[src/rtl/rpl_vm_core.sv]
// rpl_vm_core: single-engine byte-code VM for compiled RPL patterns.
// It runs instructions from the rplx ROM against the input line buffer.
// A bounded backtrack stack handles choice and call entries.
// Every run ends with a match or no-match result, or with an error code.
//
// Ports
//   clk, rst         clock, synchronous active-high reset
//   start            launch a match (accepted only in IDLE)
//   start_pc         first instruction address
//   start_pos        first input position
//   in_len           input length (eof when pos >= in_len)
//   step_limit       instruction budget, 0 = unlimited
//   imem_addr/data   instruction ROM port (data one cycle after addr)
//   in_addr/data     input buffer port (data one cycle after addr)
//   busy, done       run in progress / one-cycle completion pulse
//   matched          result, valid from done until next start
//   match_end        end position on match, else start_pos
//   steps            instructions executed in the current/last run
//   err              0 none, 1 overflow, 2 underflow/kind, 3 budget, 4 opcode
module rpl_vm_core #(
    parameter int PC_W     = 12,
    parameter int POS_W    = 16,
    parameter int BT_DEPTH = 32,
    parameter int STEP_W   = 24
) (
    input  logic              clk,
    input  logic              rst,
    input  logic              start,
    input  logic [PC_W-1:0]   start_pc,
    input  logic [POS_W-1:0]  start_pos,
    input  logic [POS_W-1:0]  in_len,
    input  logic [STEP_W-1:0] step_limit,
    output logic [PC_W-1:0]   imem_addr,
    input  logic [31:0]       imem_data,
    output logic [POS_W-1:0]  in_addr,
    input  logic [7:0]        in_data,
    output logic              busy,
    output logic              done,
    output logic              matched,
    output logic [POS_W-1:0]  match_end,
    output logic [STEP_W-1:0] steps,
    output logic [2:0]        err
);

    localparam int SP_W  = $clog2(BT_DEPTH + 1);
    localparam int IDX_W = (BT_DEPTH > 1) ? $clog2(BT_DEPTH) : 1;

    localparam logic [SP_W-1:0]   SP_ONE   = SP_W'(1);
    localparam logic [SP_W-1:0]   SP_FULL  = SP_W'(BT_DEPTH);
    localparam logic [PC_W-1:0]   PC_ONE   = PC_W'(1);
    localparam logic [POS_W-1:0]  POS_ONE  = POS_W'(1);
    localparam logic [STEP_W-1:0] STEP_ONE = STEP_W'(1);

    localparam logic [4:0] OP_END        = 5'd0;
    localparam logic [4:0] OP_HALT       = 5'd1;
    localparam logic [4:0] OP_CHAR       = 5'd2;
    localparam logic [4:0] OP_ANY        = 5'd3;
    localparam logic [4:0] OP_TEST_CHAR  = 5'd4;
    localparam logic [4:0] OP_TEST_ANY   = 5'd5;
    localparam logic [4:0] OP_JMP        = 5'd6;
    localparam logic [4:0] OP_CHOICE     = 5'd7;
    localparam logic [4:0] OP_COMMIT     = 5'd8;
    localparam logic [4:0] OP_PCOMMIT    = 5'd9;
    localparam logic [4:0] OP_BCOMMIT    = 5'd10;
    localparam logic [4:0] OP_CALL       = 5'd11;
    localparam logic [4:0] OP_RET        = 5'd12;
    localparam logic [4:0] OP_FAIL       = 5'd13;
    localparam logic [4:0] OP_FAIL_TWICE = 5'd14;
    localparam logic [4:0] OP_UNTIL_CHAR = 5'd15;
    localparam logic [4:0] OP_BEHIND     = 5'd16;

    localparam logic [2:0] ERR_NONE   = 3'd0;
    localparam logic [2:0] ERR_OVF    = 3'd1;
    localparam logic [2:0] ERR_UNF    = 3'd2;
    localparam logic [2:0] ERR_BUDGET = 3'd3;
    localparam logic [2:0] ERR_OPCODE = 3'd4;

    typedef enum logic [2:0] {
        S_IDLE,
        S_FETCH,
        S_EXEC,
        S_UNWIND,
        S_DONE
    } state_t;

    state_t state, state_n;

    logic [PC_W-1:0]   pc, pc_n;
    logic [POS_W-1:0]  pos, pos_n;
    logic [SP_W-1:0]   sp, sp_n;
    logic [STEP_W-1:0] steps_n;
    logic [2:0]        err_n;
    logic              matched_n;
    logic [POS_W-1:0]  match_end_n;

    // Backtrack stack storage; only the pointer needs a reset.
    logic              stk_kind [BT_DEPTH];
    logic [PC_W-1:0]   stk_pc   [BT_DEPTH];
    logic [POS_W-1:0]  stk_pos  [BT_DEPTH];

    logic              push_en;
    logic              push_kind;
    logic [PC_W-1:0]   push_pc;
    logic              tpos_en;
    logic              go_fail;
    logic [2:0]        abort_code;

    logic [IDX_W-1:0]  wr_idx;
    logic [IDX_W-1:0]  top_idx;
    logic              top_kind;
    logic [PC_W-1:0]   top_pc;
    logic [POS_W-1:0]  top_pos;

    logic [4:0]        op;
    logic [7:0]        ch;
    logic [PC_W-1:0]   addr;
    logic [POS_W-1:0]  ch_ext;
    logic              eof;
    logic              empty;
    logic              full;
    logic              unused_bits;

    assign op          = imem_data[31:27];
    assign ch          = imem_data[23:16];
    assign addr        = imem_data[PC_W-1:0];
    assign ch_ext      = {{(POS_W-8){1'b0}}, ch};
    assign unused_bits = ^{imem_data[26:24], imem_data[15:0]};

    assign eof   = (pos >= in_len);
    assign empty = (sp == '0);
    assign full  = (sp == SP_FULL);

    // sp-1 wraps when empty; the top entry is only used when not empty.
    assign wr_idx   = IDX_W'(sp);
    assign top_idx  = IDX_W'(sp - SP_ONE);
    assign top_kind = stk_kind[top_idx];
    assign top_pc   = stk_pc[top_idx];
    assign top_pos  = stk_pos[top_idx];

    // The ROM and buffer read the current pc/pos.
    // FETCH presents them, and EXEC sees the returned data.
    assign imem_addr = pc;
    assign in_addr   = pos;
    assign busy      = (state == S_FETCH) || (state == S_EXEC) || (state == S_UNWIND);
    assign done      = (state == S_DONE);

    always_comb begin
        state_n     = state;
        pc_n        = pc;
        pos_n       = pos;
        sp_n        = sp;
        steps_n     = steps;
        err_n       = err;
        matched_n   = matched;
        match_end_n = match_end;
        push_en     = 1'b0;
        push_kind   = 1'b0;
        push_pc     = pc;
        tpos_en     = 1'b0;
        go_fail     = 1'b0;
        abort_code  = ERR_NONE;

        case (state)
            S_IDLE: begin
                if (start) begin
                    state_n     = S_FETCH;
                    pc_n        = start_pc;
                    pos_n       = start_pos;
                    sp_n        = '0;
                    steps_n     = '0;
                    err_n       = ERR_NONE;
                    matched_n   = 1'b0;
                    match_end_n = start_pos;
                end
            end

            S_FETCH: state_n = S_EXEC;

            S_EXEC: begin
                // The budget is checked before the instruction runs.
                // An instruction blocked by the budget is not counted.
                if ((step_limit != '0) && (steps == step_limit)) begin
                    abort_code = ERR_BUDGET;
                end else begin
                    steps_n = steps + STEP_ONE;
                    state_n = S_FETCH;
                    pc_n    = pc + PC_ONE;
                    case (op)
                        OP_END: begin
                            matched_n   = 1'b1;
                            match_end_n = pos;
                            state_n     = S_DONE;
                        end
                        OP_HALT: begin
                            matched_n = 1'b0;
                            state_n   = S_DONE;
                        end
                        OP_CHAR: begin
                            if (!eof && (in_data == ch)) pos_n = pos + POS_ONE;
                            else go_fail = 1'b1;
                        end
                        OP_ANY: begin
                            if (!eof) pos_n = pos + POS_ONE;
                            else go_fail = 1'b1;
                        end
                        OP_TEST_CHAR: begin
                            if (eof || (in_data != ch)) pc_n = addr;
                        end
                        OP_TEST_ANY: begin
                            if (eof) pc_n = addr;
                        end
                        OP_JMP: pc_n = addr;
                        OP_CHOICE: begin
                            if (full) abort_code = ERR_OVF;
                            else begin
                                push_en   = 1'b1;
                                push_kind = 1'b1;
                                push_pc   = addr;
                                sp_n      = sp + SP_ONE;
                            end
                        end
                        OP_COMMIT: begin
                            if (empty) abort_code = ERR_UNF;
                            else begin
                                sp_n = sp - SP_ONE;
                                pc_n = addr;
                            end
                        end
                        OP_PCOMMIT: begin
                            if (empty) abort_code = ERR_UNF;
                            else begin
                                tpos_en = 1'b1;
                                pc_n    = addr;
                            end
                        end
                        OP_BCOMMIT: begin
                            if (empty) abort_code = ERR_UNF;
                            else begin
                                sp_n  = sp - SP_ONE;
                                pos_n = top_pos;
                                pc_n  = addr;
                            end
                        end
                        OP_CALL: begin
                            if (full) abort_code = ERR_OVF;
                            else begin
                                push_en   = 1'b1;
                                push_kind = 1'b0;
                                push_pc   = pc + PC_ONE;
                                sp_n      = sp + SP_ONE;
                                pc_n      = addr;
                            end
                        end
                        OP_RET: begin
                            if (empty || top_kind) abort_code = ERR_UNF;
                            else begin
                                sp_n = sp - SP_ONE;
                                pc_n = top_pc;
                            end
                        end
                        OP_FAIL: go_fail = 1'b1;
                        OP_FAIL_TWICE: begin
                            if (empty) abort_code = ERR_UNF;
                            else begin
                                sp_n    = sp - SP_ONE;
                                go_fail = 1'b1;
                            end
                        end
                        OP_UNTIL_CHAR: begin
                            // Each skipped byte is a separate FETCH+EXEC at the same pc.
                            if (!eof && (in_data != ch)) begin
                                pos_n = pos + POS_ONE;
                                pc_n  = pc;
                            end
                        end
                        OP_BEHIND: begin
                            if (pos < ch_ext) go_fail = 1'b1;
                            else pos_n = pos - ch_ext;
                        end
                        default: abort_code = ERR_OPCODE;
                    endcase
                end

                if (go_fail) begin
                    state_n = S_UNWIND;
                    pc_n    = pc;
                end
                if (abort_code != ERR_NONE) begin
                    err_n     = abort_code;
                    matched_n = 1'b0;
                    state_n   = S_DONE;
                    push_en   = 1'b0;
                    tpos_en   = 1'b0;
                    sp_n      = sp;
                    pc_n      = pc;
                    pos_n     = pos;
                end
            end

            S_UNWIND: begin
                // An empty stack is an ordinary no-match, not an error.
                if (empty) begin
                    matched_n = 1'b0;
                    state_n   = S_DONE;
                end else begin
                    sp_n = sp - SP_ONE;
                    if (top_kind) begin
                        pc_n    = top_pc;
                        pos_n   = top_pos;
                        state_n = S_FETCH;
                    end
                end
            end

            S_DONE: state_n = S_IDLE;

            default: state_n = S_IDLE;
        endcase
    end

    always_ff @(posedge clk) begin
        if (rst) begin
            state     <= S_IDLE;
            pc        <= '0;
            pos       <= '0;
            sp        <= '0;
            steps     <= '0;
            err       <= ERR_NONE;
            matched   <= 1'b0;
            match_end <= '0;
        end else begin
            state     <= state_n;
            pc        <= pc_n;
            pos       <= pos_n;
            sp        <= sp_n;
            steps     <= steps_n;
            err       <= err_n;
            matched   <= matched_n;
            match_end <= match_end_n;
        end
    end

    always_ff @(posedge clk) begin
        if (push_en) begin
            stk_kind[wr_idx] <= push_kind;
            stk_pc[wr_idx]   <= push_pc;
            stk_pos[wr_idx]  <= pos;
        end
        if (tpos_en) begin
            stk_pos[top_idx] <= pos;
        end
    end

endmodule

[config.mk]
export PLATFORM = sky130hd
export DESIGN_NAME = rpl_vm_core
export DESIGN_NICKNAME = d
export VERILOG_FILES = /design/src/rtl/rpl_vm_core.sv
export SDC_FILE = /design/constraint.sdc
export NUM_CORES = 1
export LEC_CHECK = 0
export ABC_AREA = 1
export CAP_MARGIN = 20
export CELL_PAD_IN_SITES_DETAIL_PLACEMENT = 0
export CELL_PAD_IN_SITES_GLOBAL_PLACEMENT = 1
export CORE_MARGIN = 1
export CORE_UTILIZATION = 25
export CTS_BUF_LIST = sky130_fd_sc_hd__clkbuf_2 sky130_fd_sc_hd__clkbuf_4 sky130_fd_sc_hd__clkbuf_8
export CTS_CLUSTER_DIAMETER = 150
export DETAILED_ROUTE_END_ITERATION = 16
export PLACE_DENSITY_LB_ADDON = 0.2
export SYNTH_ARGS = -nofsm -noshare
export SYNTH_HDL_FRONTEND = slang
export SYNTH_SLANG_ARGS = --single-unit
[constraint.sdc]
create_clock -name clk -period 10.5 [get_ports clk]
set_clock_uncertainty 0.1 [all_clocks]
set_input_delay 1.575 -clock clk [delete_from_list [all_inputs] [get_ports clk]]
set_output_delay 1.575 -clock clk [all_outputs]
set_load 0.005 [all_outputs]
# After elaboration in Yosys (flattened, before gate mapping)
# Memory sizes are Yosys's and may differ from the RTL's.
# Cells that the tools add are included.
[word_totals] regBits=81 ram_bits=928 memories=3 output_inout_bits=74 wordCells=190 inputBits=111
[mem_list] memory="stk_pos" words=32 word_bits=16 rd=1 rd_clocked_by_memory_dff=0 write_ports=1 line_no="99" source="logic [POS_W-1:0] stk_pos [BT_DEPTH];"
[mem_list] memory="stk_pc" words=32 word_bits=12 rd=1 rd_clocked_by_memory_dff=0 write_ports=1 line_no="98" source="logic [PC_W-1:0] stk_pc [BT_DEPTH];"
[mem_list] memory="stk_kind" words=32 word_bits=1 rd=1 rd_clocked_by_memory_dff=0 write_ports=1 line_no="97" source="logic stk_kind [BT_DEPTH];"
[op_classes] order_cmp=2 n_eq_ne=47 reduce_logical=30 n_mux=94 n_addsub=6
[ops] op="$mux W16" count=13
[ops] op="$mux W12" count=16
[ops] op="$pmux W12 S7" count=1
[ops] op="$pmux W16 S5" count=1
[ops] op="$mux W24" count=2
[ops] op="$pmux W16 S3" count=1
[ops] op="$pmux W24 S2" count=1
[ops] op="$eq A5 B4 Y1 const B" count=8
[ops] op="$mux W6" count=6
[ops] op="$pmux W12 S3" count=1
[ops] op="$pmux W6 S3" count=2
[ops] op="$mux W3" count=11
[ops] op="$pmux W16 S2" count=1
[ops] op="$mux W1" count=28
[ops] op="$ne A3 B3 Y1 const B" count=9
[ops] op="$add A24 B1 Y24 const B" count=1
[ops] op="$eq A24 B24 Y1" count=1
[ops] op="$pmux W12 S2" count=1
[ops] op="$pmux W3 S4" count=2
[ops] op="$reduce_bool A24 Y1" count=1
[ops] op="$eq A5 B3 Y1 const B" count=4
[ops] op="$add A16 B1 Y16 const B" count=1
[ops] op="$ge A16 B16 Y1" count=1
[ops] op="$lt A16 B8 Y1" count=1
[ops] op="other kinds (45)" count=65

# Longest topological paths before layout
# An unclocked memory read counts as a cell.
[depth] ltp_word=14 mapped_depth=24 ltp_nobuf=19

# Worst setup path after synthesis
# OpenSTA, ideal clock, no wires.
[synth_path] path_kind="input-to-reg" from="in step_limit[6]" to="mem stk_pc[0][10], data pin" arrival_time_ps=3697 path_stages=9 path_buffers=0 path_slack_ps=6249 setup_time_ps=454 t_required_ps=9946 cell_sequence="xnor2_1 -> nand2_1 -> nor2_1 -> nand3_1 -> nor2_2 -> nand2_4 -> nand2_4 -> nor2_4 -> o21ai_0"
[synth_between] elab_chain_len=4 word_cells_on_any_way=5 cone_classes="eq/ne: 1; mux: 2; reduce/logical: 2"
[synth_lines] element="start: declaration" line_no="32" source="input logic [STEP_W-1:0] step_limit,"
[synth_lines] element="$eq A24 B24 Y1 or $reduce_bool A24 Y1 (tied branches)" line_no="182" source="if ((step_limit != '0) && (steps == step_limit)) begin"
[synth_lines] element="$logic_and A1 B1 Y1 (*)" line_no="182"
[synth_lines] element="$mux W12 (*)" line_no="182"
[synth_lines] element="$mux W12 (*)" line_no="163" source="case (state)"
[synth_lines] element="net push_pc[10]" line_no="103" source="logic [PC_W-1:0] push_pc;"
[synth_lines] element="end: declaration" line_no="98"
# The timed path passes the listed nets; every way through them passes the cells marked *.

# Worst setup path after layout
[layout_path] from="reg sp[0]" to="reg pc[5] (netlist: imem_addr[5])"
[layout_between] elab_chain_len=10 word_cells_on_any_way=32 cone_classes="add/sub: 1; eq/ne: 5; mux: 20; reduce/logical: 4; memory: 2"
[layout_lines] element="start: declaration" line_no="90" source="logic [SP_W-1:0] sp, sp_n;"
[layout_lines] element="start signal: assignment" line_no="335" source="sp <= sp_n;"
[layout_lines] element="$sub A6 B1 Y6"
[layout_lines] element="$mem_v2 Z32 W1"
[layout_lines] element="$logic_or A1 B1 Y1" line_no="255" source="if (empty || top_kind) abort_code = ERR_UNF;"
[layout_lines] element="$mux W2" line_no="255"
[layout_lines] element="$pmux W3 S4" line_no="188" source="case (op)"
[layout_lines] element="$mux W3" line_no="182"
[layout_lines] element="$mux W3" line_no="163"
[layout_lines] element="$reduce_bool A3 Y1" line_no="288" source="if (abort_code != ERR_NONE) begin"
[layout_lines] element="$ne A2 B2 Y1 (no line)"
[layout_lines] element="$reduce_and A8 Y1 (no line)"
[layout_lines] element="end signal: assignment" line_no="333" source="pc <= pc_n;"
[layout_lines] element="end: declaration" line_no="88" source="logic [PC_W-1:0] pc, pc_n;"
# Several ways; a longest one is shown, not always the timed one. The select of a mux whose other input is x is not followed.
# A chain may end at the register's enable or synchronous reset.

==> impl_metrics.json <==
{
  "grt_max_degree": 125,
  "core_area_um2": 181100,
  "initial_utilization_pct": 25.20,
  "place_ws_ps": 4797,
  "chipWidth_um": 429.3,
  "drt-initial-drc-count": 2534,
  "synth_top_family_by_area": "simple AND/OR/NAND/NOR gates",
  "critical_path_class": "flip-flop to flip-flop",
  "max_stage_delay_ps": 740,
  "cts-htree-levels": 4,
  "ir_worst_vdd_mv": 0.2386,
  "fillers": 18910,
  "met3_usage_pct": 2.259,
  "r2r_setup_slack_ps": 5300,
  "worst_pin_slew_ps": 1052,
  "rsz0062_at_grt": "no",
  "ant_nets": 0,
  "die_h_um": 429.3,
  "gp_congestion": 0.8068,
  "crit_arrival_ps": 5880,
  "slew_headroom_pct": 29.89,
  "met1_usage_pct": 22.80,
  "power.density_nw_per_um2": 282.9,
  "status": "finished clean",
  "grt_use_met2_pct": 28.64,
  "reg2reg_depth": 17,
  "hold_path.class": "flip-flop to flip-flop",
  "synth_warnings": 0,
  "syn2layout_area_growth_pct": 17.53,
  "die_area_um2": 184300,
  "ys_types": 55,
  "wirelength_um": 159800,
  "synth_compound_area_share_pct": 9.909,
  "grt_pass1_wl_um": 231200,
  "crit_required_ps": 11180,
  "cts_tree": "built",
  "cp-start-kind": "flip-flop",
  "drv_cap": 0,
  "final_common_cell": "edfxtp_1",
  "yosysSeqAreaShare_pct": 64.60,
  "antenna_found_initial": 5,
  "setup_viol": 0,
  "drive_above_1_share_pct": 10.67,
  "wire_per_inst_um": 22.29,
  "clock-sinks": 1009,
  "synth_area_um2": 45650,
  "post-cts-setup-buffer-count": 0,
  "synth_top_area_share_pct": 61.05,
  "drc": 0,
  "period_share_pct": 49.57,
  "power.leakage_nw": 19.09,
  "hold_end": "err[0]",
  "end_kind": "flip-flop",
  "worst_slack_ps": 5295,
  "row_count": 156,
  "worst-path-buf-inv": 3,
  "slew_viol_final": 0,
  "yosys-mux-area-fraction_pct": 0,
  "cpLargestDelayFamily": "simple AND/OR/NAND/NOR gates",
  "cts.repair.resized": 0,
  "r2r-end": "imem_addr[5]",
  "slowest_stage": "nand4_1",
  "period_needed_ps": 5205,
  "syn_inst": 4427,
  "path_cells": "inv_8 > ha_4 > buf_4 > buf_12 > nand3_1 > nand3_1 > nand2_1 > nand2_1 > nand3_2 > nand2_2 > nand2_2 > nand2_2 > nand3_4 > nand2_1 > nand4_1 > nor2_1 > nor2_1",
  "synth_area_leaders": "edfxtp_1 (61%), nand2_1 (7.6%), nand3_1 (5.2%), nor2_1 (4.4%), o21ai_0 (3.7%)",
  "yosysTopAreaCell": "edfxtp_1",
  "final_cell_mix": "edfxtp_1 (928), nand2_1 (926), nor2_1 (532)",
  "clk_pin_slew_ps": 60,
  "hold_viol": 0,
  "synth-simple-area-share_pct": 18.94,
  "clk_path_buf_depth": 3,
  "nets": 4799,
  "hold_buffers": 0,
  "vias": 33700,
  "synth_xor_area_share_pct": 0.8388,
  "crit_fanout": 86,
  "cts-root-buf": "clkbuf_8",
  "overflow": 0,
  "cts_inserted_buffers": 171,
  "fmax_mhz": 192.1,
  "first_global_vias": 32810,
  "holdPathStages": 2,
  "synth_fp_nets": 4571,
  "synth_seq_cells": 1009,
  "clock_latency_ps": 890,
  "io_buffers": 177,
  "worstHoldStart": "err[0]",
  "dp_hpwl_um": 95950,
  "ios": 185,
  "reg2reg_from": "sp[0]",
  "tns_ps": 0,
  "synth_adder_area_share_pct": 0.9210,
  "busiest_layer": "met2",
  "dr.pass1.iters": 5,
  "via_per_inst": 4.702,
  "grt.total_usage_pct": 17.02,
  "synth_area_per_cell_um2": 10.31
}
## worst max-delay path by stage
stage                   startpoint        endpoint  slack, ps  cells after the start
floorplan            step_limit[6]   stk_pc[0][10]       6250                      9
global placement    step_limit[14]  stk_pos[6][10]       4750                     17
detailed placement   imem_data[28]  stk_pos[6][14]       4800                     13
CTS                          sp[0]    imem_addr[5]       5090                     17
global route                 sp[0]    imem_addr[4]       4820                     18
finish                       sp[0]    imem_addr[5]       5300                     17
## cell families (layout without fill, tap and decap cells)
family                   after synthesis  count (layout)
other                                  0               8
flip-flops                          1009            1009
XOR/XNOR                              42              42
AO/OA/AOI/OAI                        815             815
adder cells (fa/ha/maj)               33              33
buffers and inverters                478             840
AND/OR/NAND/NOR                     2050            2050
## cell type report
type | count | area (um^2) | area share [%]
Antenna cell | 8 | 20.02 | 0.03732
Clock buffer | 254 | 3058 | 5.700
Clock inverter | 53 | 356.6 | 0.6647
Inverter | 234 | 898.4 | 1.675
Multi-Input combinational cell | 2940 | 14100 | 26.28
Sequential cell | 1009 | 29510 | 55.01
Tap cell | 2370 | 2965 | 5.527
Timing Repair Buffer | 299 | 2738 | 5.103
## state kept, by name, summed over array words and instances (netlist names)
register,flops
match_end,16
state,3
sp,6
matched,1
stk_pc,384
err,3
imem_addr,12
in_addr,16
steps,24
stk_kind,32
stk_pos,512
## synthesized netlist by cell type, drive strengths merged
| master | number |
|---|---|
| nand2 | 940 |
| edfxtp | 928 |
| nor2 | 545 |
| nand3 | 485 |
| o21ai | 359 |
| a21oi | 241 |
| inv | 232 |
| buf | 163 |
| o22ai | 110 |
| clkbuf | 81 |
| dfxtp | 81 |
| a22oi | 46 |
| xor2 | 35 |
| ha | 32 |
| nand4 | 23 |
| or2 | 23 |
| nor3 | 22 |
| o211ai | 17 |
| nor4 | 8 |
| o31ai | 8 |
| xnor2 | 7 |
| a211oi | 5 |
| o2111ai | 5 |
| o311ai | 5 |
| a31oi | 4 |
| o21a | 4 |
| a21boi | 3 |
| a32o | 2 |
| a32oi | 2 |
| and2 | 2 |
| clkinv | 2 |
| nor2b | 2 |
| a2111oi | 1 |
| a22o | 1 |
| fa | 1 |
| o211a | 1 |
| o221ai | 1 |
## per-layer routing
metal  part of all wire, %  wire length [um]
met4                   2.2              3525
met3                   3.9              6258
met1                    45             72530
met2                    48             77450
met5                     0                 0
## through the flow
stage	total power, mW	hold slack (ps)	instance area (um^2)	util (%)	cells
after floorplan	8.868	356.5	45650	-	4427
after global placement	11.82	356.8	50210	27.72	6852
after detailed placement	11.83	357.8	50210	27.72	6852
after CTS	15.46	367.9	53630	29.61	7159
after global routing	16.11	381.2	53640	29.61	7162
final	15.18	366.6	53650	29.62	7167
## report_power, final
| part | leakage (nW) | internal (mW) | switching, mW |
|---|---|---|---|
| clock | 1.80 | 1.93 | 1.66 |
| sequential | 9.22 | 4.85 | 0.179 |
| combinational | 8.06 | 1.61 | 4.94 |
## worst register-to-register path: stages (launching register included)
cell and delay (ps):
dfxtp_4 680, inv_8 300, ha_4 630, buf_4 470, buf_12 440, nand3_1 250, nand3_1 170, nand2_1 80
nand2_1 70, nand3_2 140, nand2_2 140, nand2_2 50, nand2_2 160, nand3_4 140, nand2_1 140, nand4_1 740
nor2_1 320, nor2_1 70
Power figures use the tool's default switching activity.
